--- config.mk ---
export PLATFORM = sky130hd
export DESIGN_NAME = pll_reset_sequencer
export DESIGN_NICKNAME = d
export VERILOG_FILES = /design/src/rtl/pll_reset_sequencer.sv
export SDC_FILE = /design/constraint.sdc
export NUM_CORES = 1
export LEC_CHECK = 0
export CORE_ASPECT_RATIO = 0.8
export CORE_MARGIN = 5
export CORE_UTILIZATION = 40
export DETAILED_ROUTE_END_ITERATION = 8
export HOLD_SLACK_MARGIN = 0.15
export SYNTH_ARGS = -nofsm -noshare
export SYNTH_HDL_FRONTEND = slang
export SYNTH_SLANG_ARGS = --single-unit
--- constraint.sdc ---
create_clock -name i_clock -period 2.2 [get_ports i_clock]
set_clock_uncertainty 0.1 [all_clocks]
set_input_delay 0.55 -clock i_clock [delete_from_list [all_inputs] [get_ports i_clock]]
set_output_delay 0.55 -clock i_clock [all_outputs]
set_load 0.05 [all_outputs]
--- src/rtl/pll_reset_sequencer.sv ---
// pll_reset_sequencer: synchronises PLL lock, holds it stable, then releases decode and CPU resets in staggered order.
// Define PLL_RESET_LOSS_COUNT_EN to add the saturating o_loss_count port.
module pll_reset_sequencer #(
  parameter int SYNC_STAGES    = 2,
  parameter int HOLD_CYCLES    = 1024,
  parameter int STAGGER_CYCLES = 16
) (
  input  logic       i_clock,
  input  logic       i_reset,
  input  logic       i_locked,
  output logic       o_reset_decode,
  output logic       o_reset_cpu,
  output logic       o_ready,
  output logic [1:0] o_state
`ifdef PLL_RESET_LOSS_COUNT_EN
  ,
  output logic [7:0] o_loss_count
`endif
);
  typedef enum logic [1:0] {WAIT_LOCK = 2'b00, HOLD = 2'b01, STAGGER = 2'b10, RUN = 2'b11} state_t;
  localparam logic [15:0] HOLD_LAST    = 16'(HOLD_CYCLES - 1);
  localparam logic [15:0] STAGGER_LAST = 16'(STAGGER_CYCLES - 1);
  logic [SYNC_STAGES-1:0] r_sync;
  state_t                 r_state;
  logic [15:0]            r_cnt;
  logic                   r_reset_decode;
  logic                   r_reset_cpu;
  logic                   r_ready;
  state_t                 w_next;
  logic [15:0]            w_cnt_next;
  logic                   w_lock_s;
  logic                   w_term;
  logic                   w_loss;
  assign w_lock_s = r_sync[SYNC_STAGES-1];
  assign w_term   = (r_state == HOLD) ? (r_cnt == HOLD_LAST) : (r_cnt == STAGGER_LAST);
  assign w_loss   = !w_lock_s && (r_state == STAGGER || r_state == RUN);
  always_ff @(posedge i_clock or posedge i_reset)
    if (i_reset) r_sync <= '0;
    else         r_sync <= {r_sync[SYNC_STAGES-2:0], i_locked};
  // Lock loss takes priority over terminal count in both counting states.
  always_comb begin
    w_next     = r_state;
    w_cnt_next = '0;
    case (r_state)
      WAIT_LOCK: w_next = w_lock_s ? HOLD : WAIT_LOCK;
      HOLD: begin
        w_next     = !w_lock_s ? WAIT_LOCK : w_term ? STAGGER : HOLD;
        w_cnt_next = (w_lock_s && !w_term) ? r_cnt + 16'd1 : '0;
      end
      STAGGER: begin
        w_next     = !w_lock_s ? WAIT_LOCK : w_term ? RUN : STAGGER;
        w_cnt_next = (w_lock_s && !w_term) ? r_cnt + 16'd1 : '0;
      end
      default: w_next = w_lock_s ? RUN : WAIT_LOCK;
    endcase
  end
  always_ff @(posedge i_clock or posedge i_reset)
    if (i_reset) begin
      r_state        <= WAIT_LOCK;
      r_cnt          <= '0;
      r_reset_decode <= 1'b1;
      r_reset_cpu    <= 1'b1;
      r_ready        <= 1'b0;
    end else begin
      r_state        <= w_next;
      r_cnt          <= w_cnt_next;
      r_reset_decode <= !(w_next == STAGGER || w_next == RUN);
      r_reset_cpu    <= w_next != RUN;
      r_ready        <= w_next == RUN;
    end
  assign o_reset_decode = r_reset_decode;
  assign o_reset_cpu    = r_reset_cpu;
  assign o_ready        = r_ready;
  assign o_state        = r_state;
`ifdef PLL_RESET_LOSS_COUNT_EN
  logic [7:0] r_loss_count;
  always_ff @(posedge i_clock or posedge i_reset)
    if (i_reset)                            r_loss_count <= '0;
    else if (w_loss && r_loss_count != 8'hff) r_loss_count <= r_loss_count + 8'd1;
  assign o_loss_count = r_loss_count;
`else
  logic w_unused;
  assign w_unused = w_loss;
`endif
endmodule

==> reports/qor_table.md, run 1 <==
| Step | Item | This run |
|:---|:---|:---|
| detailed routing | Router iterations before antenna repair | 4 |
| power | Combinational cell fraction of total power | 0.076 |
| power | Sequential share of power | 0.581 |
| power | Fraction of power spent switching nets | 0.2281 |
| logic synthesis | Post-synthesis net count | 117 |
| detailed routing | Average detailed-routed wire length per instance | 12.93 µm |
| critical path | Worst-path cell with the longest stage delay | sky130_fd_sc_hd__or4_1 |
| timing | Unrepaired setup endpoints after global routing | no |
| power | Clock power frac | 0.343 |
| detailed routing | Detailed Route Iter0 Violations | 32 |
| critical path | Crit path DAT | 2.19 ns |
| clocking | Clock buffer count from CTS | 3 |
| logic synthesis | Total number of yosys warnings | 0 |
| floorplan | Area inside the core boundary | 2786 µm² |
| critical path | Crit end category | flip-flop |
| clocking | Root buffer cell | sky130_fd_sc_hd__clkbuf_8 |
| timing | Transition at the pin with the smallest max-transition slack | 0.4904 ns |
| logic synthesis | Post-Syn Area | 1180 µm² |
| power | Switch Pwr | 170.1 µW |
| clocking | Clock tree from TritonCTS | done |
| power | Peak supply drop | 405.7 µV |
| cells and area | Filler instances | 253 |
| cells and area | # nets final | 132 |
| clocking | Buffers inserted during post-CTS setup optimization | 0 |
| logic synthesis | Sequential element share of the synthesized area | 0.4899 |
| critical path | Worst setup SP type | flip-flop |
| cells and area | Antenna Cells | 0 |
| clocking | Clk sink count | 23 |
| cells and area | Area used by multi-input combinational logic | 571.8 µm² |
| timing | Slew Limit Fails | 0 |
| logic synthesis | Post-Synthesis Mean Instance Area | 10.82 µm² |
| power | Internal Pwr Total | 575.9 µW |
| global route | First-pass GRT wire length | 3.622 mm |
| detailed routing | Antenna viol nets, final | 0 |
| timing | Post-layout minimum cycle time | 2.088 ns |
| timing | Fmax achieved | 479.0 MHz |
| floorplan | Effective utilization at floorplan | 0.4234 |
| cells and area | Share of cells above drive strength 1 | 0.2439 |
| power | Pwr dens | 546.6 nW/µm² |
| floorplan | DIE HEIGHT | 58.58 µm |
| global route | Number of global-route vias before repair | 773 |
| clocking | Clock latency at the later pin of the worst-skew pair | 0.26 ns |
| global route | Pin count of the biggest net entering global routing | 24 |
| min path | Path type of the worst min-delay path | flip-flop to flip-flop |
| power | Power, Total | 746.1 µW |
| detailed routing | Total via count after detailed routing | 819 |
| critical path | Startpoint of the worst register-to-register path | r_cnt[11]$_DFF_PP0_ |
| critical path | Setup slack on the worst flop-to-flop path | 0.11 ns |
| run status | Result of the run | complete, no violations |
| clocking | Post-cts gate resize count | 0 |
| global route | Global-route total usage across every layer | 0.1111 |
| critical path | Classification of the worst setup path | flip-flop to flip-flop |
| logic synthesis | Number of flip-flops and latches in the synthesized netlist | 23 |
| critical path | Buffers plus inverters on the worst setup path | 0 |
| critical path | List of cells traversed by the critical path | or4_1, or4_4, nor3b_1, o31a_1 |
| min path | End point of the most critical hold path | r_sync[1]$_DFF_PP0_ |
| floorplan | Die width | 70.72 µm |
| cells and area | Leading cell types in the layout, fill and taps excluded | sky130_fd_sc_hd__dfrtp_1, sky130_fd_sc_hd__nor2_2, sky130_fd_sc_hd__xor2_1, sky130_fd_sc_hd__buf_4 |
| timing | Setup_tns | 0 ns |
| clocking | Clock transition time at the flip-flop clock pins of the worst setup and hold paths | 0.08 ns |
| floorplan | Die area | 4142 µm² |
| min path | Worst Hold Path Cells | 0 |
| cells and area | Most frequent standard cell in the layout excluding fill and tap cells | sky130_fd_sc_hd__dfrtp_1 |
| timing | Final clock period utilization by the worst path | 0.9489 |
| clocking | Maximum level of the CTS H-tree | 1 |
| place | IO buf count | 7 |
| global route | Number of antenna violations at the first check in global routing | 0 |
| detailed routing | Final routed DRC violation total | 0 |
| critical path | Count of cells along the worst register-to-register path | 4 |
| critical path | Destination of the worst register-to-register timing path | o_state[1]$_DFF_PP0_ |
| logic synthesis | Synth unique cells | 34 |
| flow run | Total of max-cap violations | 0 |
| global route | Total gr overflow | 0 |
| floorplan | Row Count | 17 |
| clocking | Buffer levels on the longest clock path | 2 |
| detailed routing | Wire length after detailed routing | 2.082 mm |
| cells and area | Syn-to-layout area delta | 15.69% |
| clocking | Hold Buf Count CTS | 0 |
| critical path | Highest fanout seen on the critical path | 5 |
| floorplan | Number of top-level design ports | 8 |
| place | HPWL reported at the end of detailed placement | 1.524 mm |
| cells and area | Combined flip-flop and latch cell area | 578.1 µm² |
| critical path | Maximum cell stage delay along the critical path | 0.54 ns |
| detailed routing | Vias per std cell | 5.087 |
| power | Leakage | 0.0005745 µW |
| timing | Number of setup violations in the final report | 0 |
| critical path | Required time at the endpoint of the critical path | 2.30 ns |
| logic synthesis | Post-Synthesis Cells | 109 |
| place | Global placement routability congestion | 0.8280 |
| timing | Slew headroom | 0.6720 |
| critical path | Largest delay contributor family on the critical path | simple AND/OR/NAND/NOR gates |
| timing | Final count of hold timing violations | 0 |
| min path | Startpoint of the tightest hold check path | r_sync[0]$_DFF_PP0_ |
final cells by class:
class / instances / area share
Clock buffer: 3 / 0.03025
Clock inverter: 1 / 0.003666
Inverter: 5 / 0.01375
Multi-Input combinational cell: 80 / 0.4189
Sequential cell: 23 / 0.4235
Tap cell: 38 / 0.03483
Timing Repair Buffer: 11 / 0.07516
cell usage after synthesis:
master                      n  area (µm²)
sky130_fd_sc_hd__and4_1     1       8.760
sky130_fd_sc_hd__nand4_1    3       18.77
sky130_fd_sc_hd__and3_1     1       6.260
sky130_fd_sc_hd__nor3b_1    1       7.510
sky130_fd_sc_hd__and2_2     1       7.510
sky130_fd_sc_hd__nor2_2    10       62.56
sky130_fd_sc_hd__or3_1      2       12.51
sky130_fd_sc_hd__nand3_1    6       30.03
sky130_fd_sc_hd__a211o_1    1       8.760
sky130_fd_sc_hd__and4_2     1       10.01
sky130_fd_sc_hd__nor3_1     6       30.03
sky130_fd_sc_hd__buf_6      1       11.26
sky130_fd_sc_hd__xnor2_1    4       35.03
sky130_fd_sc_hd__and3b_1    1       8.760
sky130_fd_sc_hd__o31ai_1    3       22.52
sky130_fd_sc_hd__o21a_1     1       7.510
sky130_fd_sc_hd__nor4_1     2       12.51
sky130_fd_sc_hd__ha_1       5       62.56
sky130_fd_sc_hd__inv_1      5       18.77
sky130_fd_sc_hd__nand2_1    5       18.77
sky130_fd_sc_hd__o21ai_0    2       10.01
sky130_fd_sc_hd__xor2_1     7       61.31
sky130_fd_sc_hd__dfstp_2    2       52.55
sky130_fd_sc_hd__nor2_1     3       11.26
sky130_fd_sc_hd__o311a_1    1       10.01
sky130_fd_sc_hd__dfrtp_1   21       525.5
sky130_fd_sc_hd__o31a_1     1       8.760
sky130_fd_sc_hd__a21oi_1    3       15.01
sky130_fd_sc_hd__or4_1      3       22.52
sky130_fd_sc_hd__o211ai_4   1       21.27
sky130_fd_sc_hd__or4_4      1       11.26
sky130_fd_sc_hd__o311ai_0   1       8.760
sky130_fd_sc_hd__a32oi_1    1       8.760
sky130_fd_sc_hd__or2_2      2       12.51
per-layer routing:
layer,GRT usage,part of all wire,vias up
li1,-,-,422
met1,0.1555,0.54,380
met2,0.1625,0.41,15
met3,0.03925,0.043,2
met4,0.03217,0.0096,0
met5,0,0,-
power groups by stage:
stage	Clock (µW)	Combinational, µW	Sequential, µW
2_1_floorplan	0	33.0	446
5_1_grt	286	63.2	435
6_report	256	56.8	434
4_1_cts	264	58.0	433
3_5_place_dp	0	57.5	442
3_3_place_gp	0	57.6	441
state kept, by name (all words and copies together), names as in the netlist:
signal	count
o_state	2
o_reset_cpu	1
o_reset_decode	1
r_cnt	16
r_sync	2
o_ready	1
worst max path at each step:
| stage | start | end | slack (ns) | depth (start not counted) |
|---|---|---|---|---|
| 5_1_grt | r_cnt[0]$_DFF_PP0_ | r_cnt[12]$_DFF_PP0_ | 0.009 | 6 |
| 6_report | r_cnt[11]$_DFF_PP0_ | o_state[1]$_DFF_PP0_ | 0.11 | 4 |
| 3_3_place_gp | r_cnt[11]$_DFF_PP0_ | r_cnt[14]$_DFF_PP0_ | 0.1 | 5 |
| 2_1_floorplan | o_state[1]$_DFF_PP0_ | o_ready$_DFF_PP0_ | 0.10 | 5 |
| 4_1_cts | r_cnt[11]$_DFF_PP0_ | o_state[1]$_DFF_PP0_ | 0.10 | 4 |
| 3_5_place_dp | r_cnt[11]$_DFF_PP0_ | o_state[1]$_DFF_PP0_ | 0.12 | 4 |
kinds of logic after synthesis:
logic type,Yosys count,share of synthesized area
AND/OR/NAND/NOR,49,0.2471
flip-flops,23,0.4899
AO/OA/AOI/OAI,15,0.1029
XOR/XNOR,11,0.08165
buffers and inverters,6,0.02545
adder cells (fa/ha/maj),5,0.05302
per-stage QoR:
| step | util | setup WS (ns) | cells | instance area (µm²) | hold slack [ns] |
|---|---|---|---|---|---|
| after floorplan | - | 0.1019 | 109 | 1180 | 0.2312 |
| after global placement | 0.4733 | 0.09879 | 157 | 1319 | 0.2394 |
| after detailed placement | 0.4733 | 0.1219 | 157 | 1319 | 0.2381 |
| after CTS | 0.4899 | 0.1022 | 161 | 1365 | 0.2568 |
| after global routing | 0.4899 | 0.009198 | 161 | 1365 | 0.2591 |
| final | 0.4899 | 0.1123 | 161 | 1365 | 0.2547 |
worst reg2reg max path: stages (launching register included):
cell and delay (ns):
sky130_fd_sc_hd__dfrtp_1 0.41, sky130_fd_sc_hd__or4_1 0.54, sky130_fd_sc_hd__or4_4 0.48, sky130_fd_sc_hd__nor3b_1 0.32, sky130_fd_sc_hd__o31a_1 0.18
No activity file was read; power rests on OpenSTA's default activity.
==> run 2, diff against run 1 <==
ABC_CLOCK_PERIOD_IN_PS = 2200   (was default)
CORE_MARGIN = 3   (was 5)
==> reports/qor_table.md, run 2 (synthesis results as in run 1) <==
| Step | Item | This run | Delta |
|:---|:---|:---|:---|
| timing | Final clock period utilization by the worst path | 0.9502 | was 0.9489 |
| timing | Final count of hold timing violations | 0 | unchanged |
| place | Global placement routability congestion | 0.7455 | was 0.8280 |
| global route | Global-route total usage across every layer | 0.1363 | was 0.1111 |
| critical path | Classification of the worst setup path | flip-flop to flip-flop | unchanged |
| power | Leakage | 0.0005787 µW | was 0.0005745 µW |
| floorplan | Effective utilization at floorplan | 0.4499 | was 0.4234 |
| timing | Transition at the pin with the smallest max-transition slack | 0.4979 ns | was 0.4904 ns |
| critical path | Highest fanout seen on the critical path | 5 | unchanged |
| clocking | Root buffer cell | sky130_fd_sc_hd__clkbuf_8 | unchanged |
| critical path | Count of cells along the worst register-to-register path | 4 | unchanged |
| clocking | Clock transition time at the flip-flop clock pins of the worst setup and hold paths | 0.08 ns | about the same |
| cells and area | Register with the most flip-flops | r_cnt | unchanged |
| critical path | Crit path DAT | 2.19 ns | about the same |
| critical path | Worst setup SP type | flip-flop | unchanged |
| cells and area | Share of cells above drive strength 1 | 0.2500 | was 0.2439 |
| detailed routing | Vias per std cell | 5.450 | was 5.087 |
| cells and area | Number of flip-flops in the largest register | 16 | unchanged |
| clocking | Buffers inserted during post-CTS setup optimization | 0 | unchanged |
| cells and area | Leading cell types in the layout, fill and taps excluded | sky130_fd_sc_hd__dfrtp_1, sky130_fd_sc_hd__nor2_2, sky130_fd_sc_hd__buf_4 | was sky130_fd_sc_hd__dfrtp_1, sky130_fd_sc_hd__nor2_2, sky130_fd_sc_hd__xor2_1, sky130_fd_sc_hd__buf_4 |
| clocking | Clk sink count | 23 | unchanged |
| detailed routing | Final routed DRC violation total | 0 | unchanged |
| floorplan | Row Count | 16 | was 17 |
| detailed routing | Average detailed-routed wire length per instance | 13.56 µm | was 12.93 µm |
| global route | Pin count of the biggest net entering global routing | 24 | unchanged |
| clocking | Hold Buf Count CTS | 0 | unchanged |
| floorplan | DIE HEIGHT | 54.58 µm | was 58.58 µm |
| cells and area | Fraction of the core area covered by cells at the end of the flow | 0.5224 | was 0.4899 |
| global route | Total gr overflow | 0 | unchanged |
| clocking | Clock latency at the later pin of the worst-skew pair | 0.26 ns | about the same |
| flow run | Total of max-cap violations | 0 | unchanged |
| power | Sequential share of power | 0.582 | was 0.581 |
| power | Switch Pwr | 168.4 µW | was 170.1 µW |
| clocking | Maximum level of the CTS H-tree | 1 | unchanged |
| cells and area | Filler instances | 237 | was 253 |
| floorplan | Die area | 3641 µm² | was 4142 µm² |
| clocking | Clock tree from TritonCTS | done | unchanged |
| detailed routing | Router iterations before antenna repair | 4 | unchanged |
| global route | Number of global-route vias before repair | 792 | was 773 |
| timing | Setup_tns | 0 ns | unchanged |
| detailed routing | Detailed Route Iter0 Violations | 63 | was 32 |
| power | Internal Pwr Total | 576.0 µW | was 575.9 µW |
| detailed routing | Antenna viol nets, final | 0 | unchanged |
| min path | Path type of the worst min-delay path | flip-flop to flip-flop | unchanged |
| global route | Number of antenna violations at the first check in global routing | 0 | unchanged |
| clocking | Buffer levels on the longest clock path | 2 | unchanged |
| clocking | Clock buffer count from CTS | 3 | unchanged |
| floorplan | Die width | 66.72 µm | was 70.72 µm |
| timing | Fmax achieved | 478.3 MHz | was 479.0 MHz |
| timing | Slew Limit Fails | 0 | unchanged |
| timing | Minimum hold slack | 0.2547 ns | about the same |
| cells and area | # nets final | 133 | was 132 |
| cells and area | Most frequent standard cell in the layout excluding fill and tap cells | sky130_fd_sc_hd__dfrtp_1 | unchanged |
| timing | Unrepaired setup endpoints after global routing | no | unchanged |
| run status | Result of the run | complete, no violations | unchanged |
| cells and area | Number of cells in the finished layout apart from fillers | 160 | was 161 |
| place | IO buf count | 7 | unchanged |
| floorplan | Area inside the core boundary | 2623 µm² | was 2786 µm² |
| power | Pwr dens | 543.4 nW/µm² | was 546.6 nW/µm² |
| clocking | Post-cts gate resize count | 0 | unchanged |
| cells and area | Antenna Cells | 0 | unchanged |
| power | Power, Total | 744.4 µW | was 746.1 µW |
| detailed routing | Total via count after detailed routing | 872 | was 819 |
| floorplan | Number of top-level design ports | 8 | unchanged |
| power | Peak supply drop | 381.2 µV | was 405.7 µV |
| place | HPWL reported at the end of detailed placement | 1.612 mm | was 1.524 mm |
| detailed routing | Wire length after detailed routing | 2.170 mm | was 2.082 mm |
| power | Fraction of power spent switching nets | 0.2262 | was 0.2281 |
| global route | First-pass GRT wire length | 3.594 mm | was 3.622 mm |
| timing | Post-layout minimum cycle time | 2.091 ns | was 2.088 ns |
| power | Clock power frac | 0.342 | was 0.343 |
| power | Combinational cell fraction of total power | 0.076 | about the same |
| timing | Number of setup violations in the final report | 0 | unchanged |
| cells and area | Syn-to-layout area delta | 16.12% | was 15.69% |
| timing | Slew headroom | 0.6670 | was 0.6720 |
| critical path | Required time at the endpoint of the critical path | 2.30 ns | about the same |
| place | Cell count after placement | 156 | was 157 |
| critical path | Crit end category | flip-flop | unchanged |
| min path | Worst Hold Path Cells | 0 | unchanged |
==> run 2: cell count changes in the layout (fill, tap and decap cells not counted) <==
cell / before / now
sky130_fd_sc_hd__buf_4: 7 / 8
==> run 2: cell type report <==
cell class                      instances  area [µm²]  share of cell area
Multi-Input combinational cell         80       571.8              0.4174
Sequential cell                        23       578.1              0.4219
Timing Repair Buffer                   12       110.1             0.08037
Clock buffer                            3       41.29             0.03014
Inverter                                5       18.77             0.01370
Clock inverter                          1       5.005            0.003653
Tap cell                               36       45.04             0.03288
==> run 2: layer usage <==
metal,routed length [µm],global-route usage,share of wire
met5,0,0,0
met4,8,0.03041,0.0037
met3,136,0.04312,0.063
met2,991,0.2270,0.46
met1,1034,0.1755,0.48
==> run 2: per-stage QoR <==
step / instance area [µm²] / setup slack [ns]
global placement: 1324 / 0.1787
finish: 1370 / 0.1095
global route: 1370 / 0.001887
floorplan: 1180 / 0.1019
detailed placement: 1324 / 0.1413
CTS: 1370 / 0.1164
==> run 2: critical path, cell delays in order (launching register included) <==
cell	delay, ns
sky130_fd_sc_hd__dfrtp_1	0.42
sky130_fd_sc_hd__or4_1	0.52
sky130_fd_sc_hd__or4_4	0.47
sky130_fd_sc_hd__nor3b_1	0.35
sky130_fd_sc_hd__o31a_1	0.18
==> run 2: final timing paths <==
path	slack, ns	start	to
worst max register to register	0.11	r_cnt[11]$_DFF_PP0_	o_state[1]$_DFF_PP0_
worst max-delay path	0.11	r_cnt[11]$_DFF_PP0_	o_state[1]$_DFF_PP0_
worst min register to register	0.25	r_sync[0]$_DFF_PP0_	r_sync[1]$_DFF_PP0_
max in group asynchronous	1.21	i_reset	o_reset_decode$_DFF_PP1_
worst min-delay path	0.25	r_sync[0]$_DFF_PP0_	r_sync[1]$_DFF_PP0_
min in group asynchronous	0.52	i_reset	o_ready$_DFF_PP0_
==> run 2: power groups by stage <==
stage	Clock [µW]	Combinational [µW]	Sequential (µW)
detailed placement	0	58.2	442
CTS	265	58.4	433
global placement	0	57.6	442
floorplan	0	33.0	446
finish	254	56.7	433
global route	287	62.8	435
==> run 3, diff against run 2 <==
ABC_AREA = 1   (was default)
CORE_UTILIZATION = 52   (was 40)
PLACE_DENSITY = 0.74   (was default)
==> reports/qor_table.md, run 3 <==
| Step | Item | This run | Delta |
|:---|:---|:---|:---|
| power | Pwr dens | 496.7 nW/µm² | was 543.4 nW/µm² |
| timing | Minimum hold slack | 0.2711 ns | was 0.2547 ns |
| floorplan | Die width | 62.76 µm | was 66.72 µm |
| global route | Pin count of the biggest net entering global routing | 24 | unchanged |
| critical path | Required time at the endpoint of the critical path | 1.55 ns | was 2.30 ns |
| timing | Slew headroom | 0.6748 | was 0.6670 |
| cells and area | Antenna Cells | 0 | unchanged |
| floorplan | Die area | 3226 µm² | was 3641 µm² |
| timing | Final clock period utilization by the worst path | 0.9532 | was 0.9502 |
| clocking | Post-cts gate resize count | 0 | unchanged |
| critical path | Worst-path cell with the longest stage delay | sky130_fd_sc_hd__clkdlybuf4s50_1 | was sky130_fd_sc_hd__or4_1 |
| clocking | Clk sink count | 23 | unchanged |
| clocking | Buffers inserted during post-CTS setup optimization | 0 | unchanged |
| timing | Final count of hold timing violations | 0 | unchanged |
| critical path | Crit path DAT | 1.45 ns | was 2.19 ns |
| critical path | List of cells traversed by the critical path | clkdlybuf4s50_1 | was or4_1, or4_4, nor3b_1, o31a_1 |
| place | Cell count after placement | 178 | was 156 |
| logic synthesis | Post-Synthesis Cells | 137 | was 109 |
| logic synthesis | Count leader, synth | sky130_fd_sc_hd__nor2_1 | was sky130_fd_sc_hd__dfrtp_1 |
| critical path | Startpoint of the worst register-to-register path | o_state[1]$_DFF_PP0_ | was r_cnt[11]$_DFF_PP0_ |
| min path | Startpoint of the tightest hold check path | r_sync[0]$_DFF_PP0_ | unchanged |
| critical path | Buffers plus inverters on the worst setup path | 1 | was 0 |
| critical path | Classification of the worst setup path | flip-flop to output pin | was flip-flop to flip-flop |
| detailed routing | Router iterations before antenna repair | 5 | was 4 |
| logic synthesis | Post-synth top flop | sky130_fd_sc_hd__dfrtp_1 | unchanged |
| cells and area | Most frequent standard cell in the layout excluding fill and tap cells | sky130_fd_sc_hd__nor2_1 | was sky130_fd_sc_hd__dfrtp_1 |
| detailed routing | Average detailed-routed wire length per instance | 11.85 µm | was 13.56 µm |
| detailed routing | Vias per std cell | 4.890 | was 5.450 |
| global route | Global-route total usage across every layer | 0.1618 | was 0.1363 |
| clocking | Clock buffer count from CTS | 3 | unchanged |
| floorplan | Row Count | 15 | was 16 |
| critical path | Count of cells along the worst register-to-register path | 7 | was 4 |
| detailed routing | Final routed DRC violation total | 0 | unchanged |
| logic synthesis | Synth unique cells | 22 | was 34 |
| logic synthesis | Number of flip-flops and latches in the synthesized netlist | 23 | unchanged |
| cells and area | Register with the most flip-flops | r_cnt | unchanged |
| floorplan | Area inside the core boundary | 2290 µm² | was 2623 µm² |
| detailed routing | Antenna viol nets, final | 0 | unchanged |
| timing | Number of setup violations in the final report | 0 | unchanged |
| global route | Total gr overflow | 0 | unchanged |
| run status | Result of the run | complete, no violations | unchanged |
| clocking | Clock transition time at the flip-flop clock pins of the worst setup and hold paths | 0.13 ns | was 0.08 ns |
| power | Peak supply drop | 421.3 µV | was 381.2 µV |
| timing | Transition at the pin with the smallest max-transition slack | 0.4862 ns | was 0.4979 ns |
| detailed routing | Total via count after detailed routing | 890 | was 872 |
| critical path | Number of cells on the critical path | 1 | was 4 |
| critical path | Worst setup SP type | flip-flop | unchanged |
| critical path | Worst setup path endpoint | o_ready | was o_state[1]$_DFF_PP0_ |
| floorplan | DIE HEIGHT | 51.41 µm | was 54.58 µm |
| global route | First-pass GRT wire length | 3.953 mm | was 3.594 mm |
| floorplan | Number of top-level design ports | 8 | unchanged |
| logic synthesis | Post-Syn Area | 1340 µm² | was 1180 µm² |
| timing | Fmax achieved | 476.9 MHz | was 478.3 MHz |
| cells and area | Number of cells in the finished layout apart from fillers | 182 | was 160 |
| cells and area | # nets final | 157 | was 133 |
| critical path | Largest delay contributor family on the critical path | buffers and inverters | was simple AND/OR/NAND/NOR gates |
| clocking | Clock tree from TritonCTS | done | unchanged |
| global route | Number of global-route vias before repair | 882 | was 792 |
| floorplan | Effective utilization at floorplan | 0.5852 | was 0.4499 |
| logic synthesis | Yosys top cell area share | 0.3922 | was 0.4454 |
| cells and area | Leading cell types in the layout, fill and taps excluded | sky130_fd_sc_hd__nor2_1, sky130_fd_sc_hd__dfrtp_1, sky130_fd_sc_hd__nand2_1 | was sky130_fd_sc_hd__dfrtp_1, sky130_fd_sc_hd__nor2_2, sky130_fd_sc_hd__buf_4 |
| clocking | Root buffer cell | sky130_fd_sc_hd__clkbuf_4 | was sky130_fd_sc_hd__clkbuf_8 |
| cells and area | Syn-to-layout area delta | 8.777% | was 16.12% |
| power | Leakage | 0.0006026 µW | was 0.0005787 µW |
| critical path | Setup slack on the worst flop-to-flop path | 0.46 ns | was 0.11 ns |
| detailed routing | Detailed Route Iter0 Violations | 25 | was 63 |
| critical path | Highest fanout seen on the critical path | 1 | was 5 |
| logic synthesis | Post-Synthesis Mean Instance Area | 9.781 µm² | was 10.82 µm² |
| timing | Unrepaired setup endpoints after global routing | no | unchanged |
| clocking | Hold Buf Count CTS | 0 | unchanged |
| timing | Slew Limit Fails | 0 | unchanged |
| place | Global placement routability congestion | 0.8410 | was 0.7455 |
| cells and area | Share of cells above drive strength 1 | 0.2635 | was 0.2500 |
| cells and area | Fraction of the core area covered by cells at the end of the flow | 0.6366 | was 0.5224 |
| detailed routing | Wire length after detailed routing | 2.156 mm | was 2.170 mm |
| logic synthesis | Share of synthesized registers carrying an async set or reset | 1.000 | unchanged |
| clocking | Buffer levels on the longest clock path | 2 | unchanged |
| logic synthesis | EDFF count, synth | 0 | unchanged |
| timing | Post-layout minimum cycle time | 2.097 ns | was 2.091 ns |
| logic synthesis | Cell types with the highest counts after synthesis | sky130_fd_sc_hd__nor2_1, sky130_fd_sc_hd__dfrtp_1, sky130_fd_sc_hd__nand2_1 | was sky130_fd_sc_hd__dfrtp_1, sky130_fd_sc_hd__nor2_2, sky130_fd_sc_hd__xor2_1 |
| logic synthesis | Post-synthesis net count | 145 | was 117 |
| logic synthesis | Most area-consuming cells after synthesis | sky130_fd_sc_hd__dfrtp_1, sky130_fd_sc_hd__nor2_4, sky130_fd_sc_hd__nor2_1 | was sky130_fd_sc_hd__dfrtp_1, sky130_fd_sc_hd__ha_1, sky130_fd_sc_hd__nor2_2 |
| timing | Setup_tns | 0 ns | unchanged |
| clocking | Maximum level of the CTS H-tree | 1 | unchanged |
| logic synthesis | Post-synth top area cell | sky130_fd_sc_hd__dfrtp_1 | unchanged |
| min path | Path type of the worst min-delay path | flip-flop to flip-flop | unchanged |
| global route | Number of antenna violations at the first check in global routing | 0 | unchanged |
| logic synthesis | Total number of yosys warnings | 0 | unchanged |
| flow run | Total of max-cap violations | 0 | unchanged |
| cells and area | Number of flip-flops in the largest register | 16 | unchanged |
| critical path | Setup crit start | o_ready$_DFF_PP0_ | was r_cnt[11]$_DFF_PP0_ |
| logic synthesis | Sequential element share of the synthesized area | 0.4314 | was 0.4899 |
| critical path | Crit end category | output pin | was flip-flop |
| place | IO buf count | 7 | unchanged |
| place | HPWL reported at the end of detailed placement | 1.613 mm | was 1.612 mm |
| critical path | Destination of the worst register-to-register timing path | r_cnt[0]$_DFF_PP0_ | was o_state[1]$_DFF_PP0_ |
| critical path | Maximum cell stage delay along the critical path | 0.79 ns | was 0.52 ns |
| clocking | Clock latency at the later pin of the worst-skew pair | 0.32 ns | was 0.26 ns |
[run 3: power by group]
group	total [µW]	internal, µW	switching, µW
clock network	195	68.1	126
registers	438	430	7.93
logic	91.2	26.0	65.3
[run 3: worst min path at each step]
| stage | endpoint | slack, ns | cells after the start |
|---|---|---|---|
| global placement | r_sync[1]$_DFF_PP0_ | 0.24 | 0 |
| global route | r_sync[1]$_DFF_PP0_ | 0.28 | 0 |
| finish | r_sync[1]$_DFF_PP0_ | 0.27 | 0 |
| floorplan | r_sync[1]$_DFF_PP0_ | 0.23 | 0 |
| CTS | r_sync[1]$_DFF_PP0_ | 0.28 | 0 |
| detailed placement | r_sync[1]$_DFF_PP0_ | 0.25 | 0 |
[run 3: cell families after synthesis]
family / after synthesis / synth area share
buf+inv: 13 / 0.04855
xor+xnor: 14 / 0.09151
flops: 23 / 0.4314
fa+ha+maj: 5 / 0.04669
simple gates: 81 / 0.3781
compound gates: 1 / 0.003731
[run 3: final cells by class]
class                      instances  area, µm²
multi-input combinational        101      696.9
clock inverter                     1      5.005
sequential                        23      578.1
inverter                          12      45.04
clock buffer                       3      22.52
fill                             192      832.0
tap                               34      42.54
timing repair buffer               8      67.56
[run 3: layer usage]
metal | share of wire | vias up | global-route usage
li1 | - | 450 | -
met4 | 0.012 | 0 | 0.05495
met2 | 0.45 | 12 | 0.2655
met5 | 0 | - | 0
met3 | 0.035 | 4 | 0.04615
met1 | 0.51 | 424 | 0.2064
[run 3: stage by stage]
step | worst slack, ns | cell area (µm²) | power (µW)
final | 0.1030 | 1458 | 724.1
after global routing | 0.03925 | 1458 | 770.3
after CTS | 0.08689 | 1458 | 738.8
after detailed placement | 0.4632 | 1430 | 538.6
after global placement | 0.4595 | 1430 | 536.5
after floorplan | 0.3965 | 1340 | 524.4
==> variant 1, RTL diff (config.mk and constraints of run 1) <==
Change the parameter `SYNC_STAGES` from 2 to 4.
--- a/src/rtl/pll_reset_sequencer.sv
+++ b/src/rtl/pll_reset_sequencer.sv
@@ -2,5 +2,5 @@
 // Define PLL_RESET_LOSS_COUNT_EN to add the saturating o_loss_count port.
 module pll_reset_sequencer #(
-  parameter int SYNC_STAGES    = 2,
+  parameter int SYNC_STAGES    = 4,
   parameter int HOLD_CYCLES    = 1024,
   parameter int STAGGER_CYCLES = 16
Check against the original RTL: not equivalent (Yosys sat finds a counterexample within 4 cycles, from zero or initial values and one cycle with i_reset high).
==> variant 1 against run 1 <==
Synthesized area up 4.2%. Global-route usage is 1.2 points higher. Power grew 8.9%. Worst setup slack gained 0.030 ns. Wire length is 9.7% higher. Sequential cell count grew 2. Cell area up 4.6%. Hold slack better by 0.00058 ns. Non-clock buffer count unchanged. Largest cell class unchanged. First-iteration DRC count rose by 81%.
==> variant 1: results (changes against run 1) <==
- Outcome: complete, no violations
- Critical path arrival: 2.12 ns (-0.07 ns)
- Most frequent cells after synthesis: dfrtp_1 (23), nor2_2 (10), xor2_1 (7)
- Post-synthesis cell type count: 34 (unchanged)
- Layout cells sized above 1: 24.80% (+0.41 points)
- NumNets Final: 134 (+1.5%)
- Worst-path fanout max: 15 (+10)
- Clk root buf: clkbuf_8
- Diodes inserted: 0 (unchanged)
- Dpl cell area: 0.001371 mm^2 (+4.0%)
- Primary FF master, synth: dfrtp_1
- Fin. Hold Viols: 0 (unchanged)
- Fin crit share: 93.52% (-1.4 points)
- DRT iter0 DRCs: 58 (+81%)
- Vias in the first global route: 842 (+8.9%)
- Global-route wire length before repair: 3974 um (+9.7%)
- Met3 Use GR: 4.068% (+0.14 points)
- Syn_area_per_cell: 11.08 um^2 (+2.4%)
- Rel. slew slack: 67.12% (-0.081 points)
- Pleak: 0.0005943 uW (+3.4%)
- Post-route ant nets: 0 (unchanged)
- Register area share after synthesis: 51.07% (+2.1 points)
- Routed via count: 859 (+4.9%)
- Total routed wirelength: 2283 um (+9.7%)
- Hpwl dp: 1633 um (+7.2%)
- Worst vdd ir: 0.0004001 V (-1.4%)
- All-Layer GR Usage: 12.30% (+1.2 points)
- # fillers: 299 (+18%)
- Max Buffers Root-to-Sink: 2 (unchanged)
- HP Class: register to register
- Synth warnings: 0 (unchanged)
- Clk slew on worst S/H paths: ~0.09 ns
- CTS buffer count: 3 (unchanged)
- Critical path class: register to register
- Pre-CTS setup slack: 0.1499 ns (+0.02793 ns)
- Reg-to-reg endpoint: r_cnt[14]$_DFF_PP0_
- Largest Register: r_cnt
- Reg2reg path depth: 5 (+1)
- Gpl congestion: 0.7885 (-4.8%)
- Placed instance count: 161 (+2.5%)
- WL/cell: 13.84 um (+7.0%)
- Crit-path slowest cell: or4_1
- Synth area leaders: dfrtp_1 (47%), ha_1 (5.1%), nor2_2 (5.1%)
- Grt met2 use: 18.98% (+2.7 points)
- Met1 usage: 16.35% (+0.80 points)
- CP max stage delay: 0.52 ns (-0.02 ns)
- Setup Buffers After CTS: 0 (unchanged)
- Flop2flop setup slack: 0.14 ns (+0.03 ns)
- Pin count of the biggest net entering global routing: 26 (+8.3%)
- Mapped Nets: 119 (+1.7%)
- Met2 wire length: 998 um (+17%)
- Met1 Routed Length: 1176 um (+5.1%)
- Met3 wire length: 83 um (-7.8%)
- Initial antenna violation count: 0 (unchanged)
-- variant 1: cell count changes after synthesis --
cell,delta
dfrtp_1,+2
-- variant 1: logic make-up after synthesis --
logic type               after synthesis  share of synthesized area [%]
AND/OR/NAND/NOR                       49                          23.70
flip-flops                            25                          51.07
AO/OA/AOI/OAI                         15                          9.868
XOR/XNOR                              11                          7.833
buffers and inverters                  6                          2.442
adder cells (fa/ha/maj)                5                          5.086
-- variant 1: critical path, delay by kind of cell, from the launching register on --
kind	cells	cell delay [ns]
and+or+nand+nor	2	0.99
AOI/OAI and AO/OA	2	0.25
buffers and inverters	1	0.18
DFF	1	0.42
-- variant 1: cell type report --
cell class              count  area, um^2  share of cell area, %
well taps                  40       50.05                  3.506
clock inverters             1       7.507                 0.5259
clock buffers               3       41.29                  2.892
multi-input cells          80       579.3                  40.58
inverters                   5       18.77                  1.315
repair buffers             11       102.6                  7.187
flip-flops and latches     25       628.1                  44.00
-- variant 1: power by group --
| group | switching, uW | internal, uW |
|---|---|---|
| clock network | 154 | 129 |
| registers | 6.97 | 466 |
| logic | 35.6 | 21.4 |
| total | 196 | 616 |
-- variant 1: worst min path at each step --
stage,startpoint,endpoint,slack (ns),cells past startpoint
after CTS,r_sync[2]$_DFF_PP0_,r_sync[3]$_DFF_PP0_,0.26,0
after global routing,r_sync[0]$_DFF_PP0_,r_sync[1]$_DFF_PP0_,0.28,0
after floorplan,r_sync[0]$_DFF_PP0_,r_sync[1]$_DFF_PP0_,0.23,0
after detailed placement,r_sync[2]$_DFF_PP0_,r_sync[3]$_DFF_PP0_,0.24,0
final,r_sync[2]$_DFF_PP0_,r_sync[3]$_DFF_PP0_,0.26,0
after global placement,r_sync[2]$_DFF_PP0_,r_sync[3]$_DFF_PP0_,0.23,0
==> variant 2, RTL diff (flow settings as in run 1) <==
Made on the original files. The option `PLL_RESET_LOSS_COUNT_EN` is turned on by a define.
--- a/src/rtl/pll_reset_sequencer.sv
+++ b/src/rtl/pll_reset_sequencer.sv
@@ -1,4 +1,6 @@
 // pll_reset_sequencer: synchronises PLL lock, holds it stable, then releases decode and CPU resets in staggered order.
 // Define PLL_RESET_LOSS_COUNT_EN to add the saturating o_loss_count port.
+`define PLL_RESET_LOSS_COUNT_EN
+
 module pll_reset_sequencer #(
   parameter int SYNC_STAGES    = 2,
Function (old outputs only; new: o_loss_count): kept (Yosys induction, for registers that start in step).
==> variant 2 against run 1 <==
Synthesized area increased by 26%. Critical path depth unchanged. First-iteration DRC count increased to 4.1 times the old value. Core utilization increased by 1.4 points. Worst setup slack got worse by 0.025 ns. Sequential power increased by 34%. Power increased by 47%. Sequential cell count increased by 8. Wire length increased by 40%. Synthesized cell count increased by 28%. Critical path type unchanged. Combinational power decreased by 4.6%. Cell area increased by 30%. Non-clock buffer count increased by 8.
==> variant 2: results (changes against run 1) <==
- Fin cells: 204 (+27%)
- All-Layer GR Usage: 13.14% (+2.0 points)
- Worst setup margin: 0.08733 ns (-0.02499 ns)
- Cells after Synth: 139 (+28%)
- Async S/R FF share, synth: 100.0% (unchanged)
- Net Sw Frac: 22.94% (+0.13 points)
- Met3 Use GR: 4.294% (+0.37 points)
- Met2 wire length: 1249 um (+47%)
- DRT iter0 DRCs: 131 (+310%)
- Clock-cell share: 5.148% (+1.8 points)
- Dpl cell area: 0.001683 mm^2 (+28%)
- # fillers: 333 (+32%)
- Power per cell area: 619.4 mW/mm^2 (+13%)
- Register Area: 778.2 um^2 (+35%)
- Layout cells sized above 1: 19.75% (-4.6 points)
- Initial DRT Pass Iterations: 4 (unchanged)
- Vias in the first global route: 1,100 (+42%)
- Synth area leaders: dfrtp_1 (49%), xor2_1 (7.7%), ha_1 (5.1%)
- #MultiIn Comb: 99 (+24%)
- Critical Path End: o_state[0]$_DFF_PP0_
- Crit. Startpoint: r_cnt[11]$_DFF_PP0_
- Clk_buf instances: 7 (+4)
- Most frequent cells after synthesis: dfrtp_1 (29), nor2_1 (16), xor2_1 (13)
- Max Buffers Root-to-Sink: 2 (unchanged)
- WL/cell: 14.29 um (+10%)
- # H-tree levels: 2 (+1)
- CP max stage delay: 0.51 ns (-0.03 ns)
- Crit-path slowest cell: or4_1
- NumNets Final: 170 (+29%)
- Met3 wire length: 108 um (+20%)
- Met1 Routed Length: 1492 um (+33%)
- Pleak: 0.0008391 uW (+46%)
- Worst-skew pair later-pin latency: 0.28 ns (+0.02 ns)
- DR vias/cell: 5.206 (+2.3%)
- Post-synthesis cell type count: 35 (+2.9%)
- CTS buffer count: 5 (+2)
- HP Class: register to register
- Port bufs: 15 (+8)
- Register area share after synthesis: 52.36% (+3.4 points)
- Mapped Nets: 148 (+26%)
- Grt met2 use: 19.12% (+2.9 points)
- Pin count of the biggest net entering global routing: 32 (+33%)
- Hpwl dp: 2023 um (+33%)
- Multi-input gate area: 670.6 um^2 (+17%)
- Pre-CTS setup slack: 0.1067 ns (-0.01525 ns)
- Worst vdd ir: 0.0003406 V (-16%)
- Clk slew on worst S/H paths: about 0.07 ns
- Gpl congestion: 0.7982 (-3.6%)
- Met1 usage: 17.37% (+1.8 points)
- Signal buffers: 19 (+8)
- Initial antenna violation count: 0 (unchanged)
- Outcome: complete, no violations
- Global-route wire length before repair: 5106 um (+41%)
- Rel. slew slack: 67.02% (-0.18 points)
- Seq cells post-synth: 31 (+35%)
- Setup Buffers After CTS: 0 (unchanged)
- Signal buf overhead: 9.168% (+1.7 points)
variant 2: power by group through the flow:
stage | combinational, uW | clock [uW] | sequential [uW]
2_1_floorplan | 31.9 | 0 | 593
3_3_place_gp | 54.4 | 0 | 592
3_5_place_dp | 55.4 | 0 | 592
4_1_cts | 55.7 | 481 | 581
5_1_grt | 61.1 | 508 | 582
6_report | 54.2 | 463 | 582
variant 2: through the flow:
step / total power, uW / utilization [%] / hold slack [ns]
after detailed placement: 647.5 / 47.83 / 0.2568
after CTS: 1118 / 50.43 / 0.2622
after floorplan: 625.4 / - / 0.2312
final: 1099 / 50.43 / 0.2557
after global routing: 1151 / 50.43 / 0.2664
after global placement: 645.9 / 47.83 / 0.2405
variant 2: worst min-delay path by stage:
stage | start | end | slack [ns] | depth (start not counted)
detailed placement | r_sync[0]$_DFF_PP0_ | r_sync[1]$_DFF_PP0_ | 0.26 | 0
finish | r_sync[0]$_DFF_PP0_ | r_sync[1]$_DFF_PP0_ | 0.26 | 0
global route | r_sync[0]$_DFF_PP0_ | r_sync[1]$_DFF_PP0_ | 0.27 | 0
CTS | r_sync[0]$_DFF_PP0_ | r_sync[1]$_DFF_PP0_ | 0.26 | 0
floorplan | r_sync[0]$_DFF_PP0_ | r_sync[1]$_DFF_PP0_ | 0.23 | 0
global placement | r_sync[0]$_DFF_PP0_ | r_sync[1]$_DFF_PP0_ | 0.24 | 0
variant 2: kinds of logic after synthesis:
kind of cell             Yosys count  synth area share [%]
adder cells (fa/ha/maj)            6                 5.050
multiplexers                       1                0.7575
AO/OA/AOI/OAI                     16                 7.828
AND/OR/NAND/NOR                   58                 20.88
buffers and inverters              9                 2.526
flip-flops                        31                 52.36
XOR/XNOR                          18                 10.61
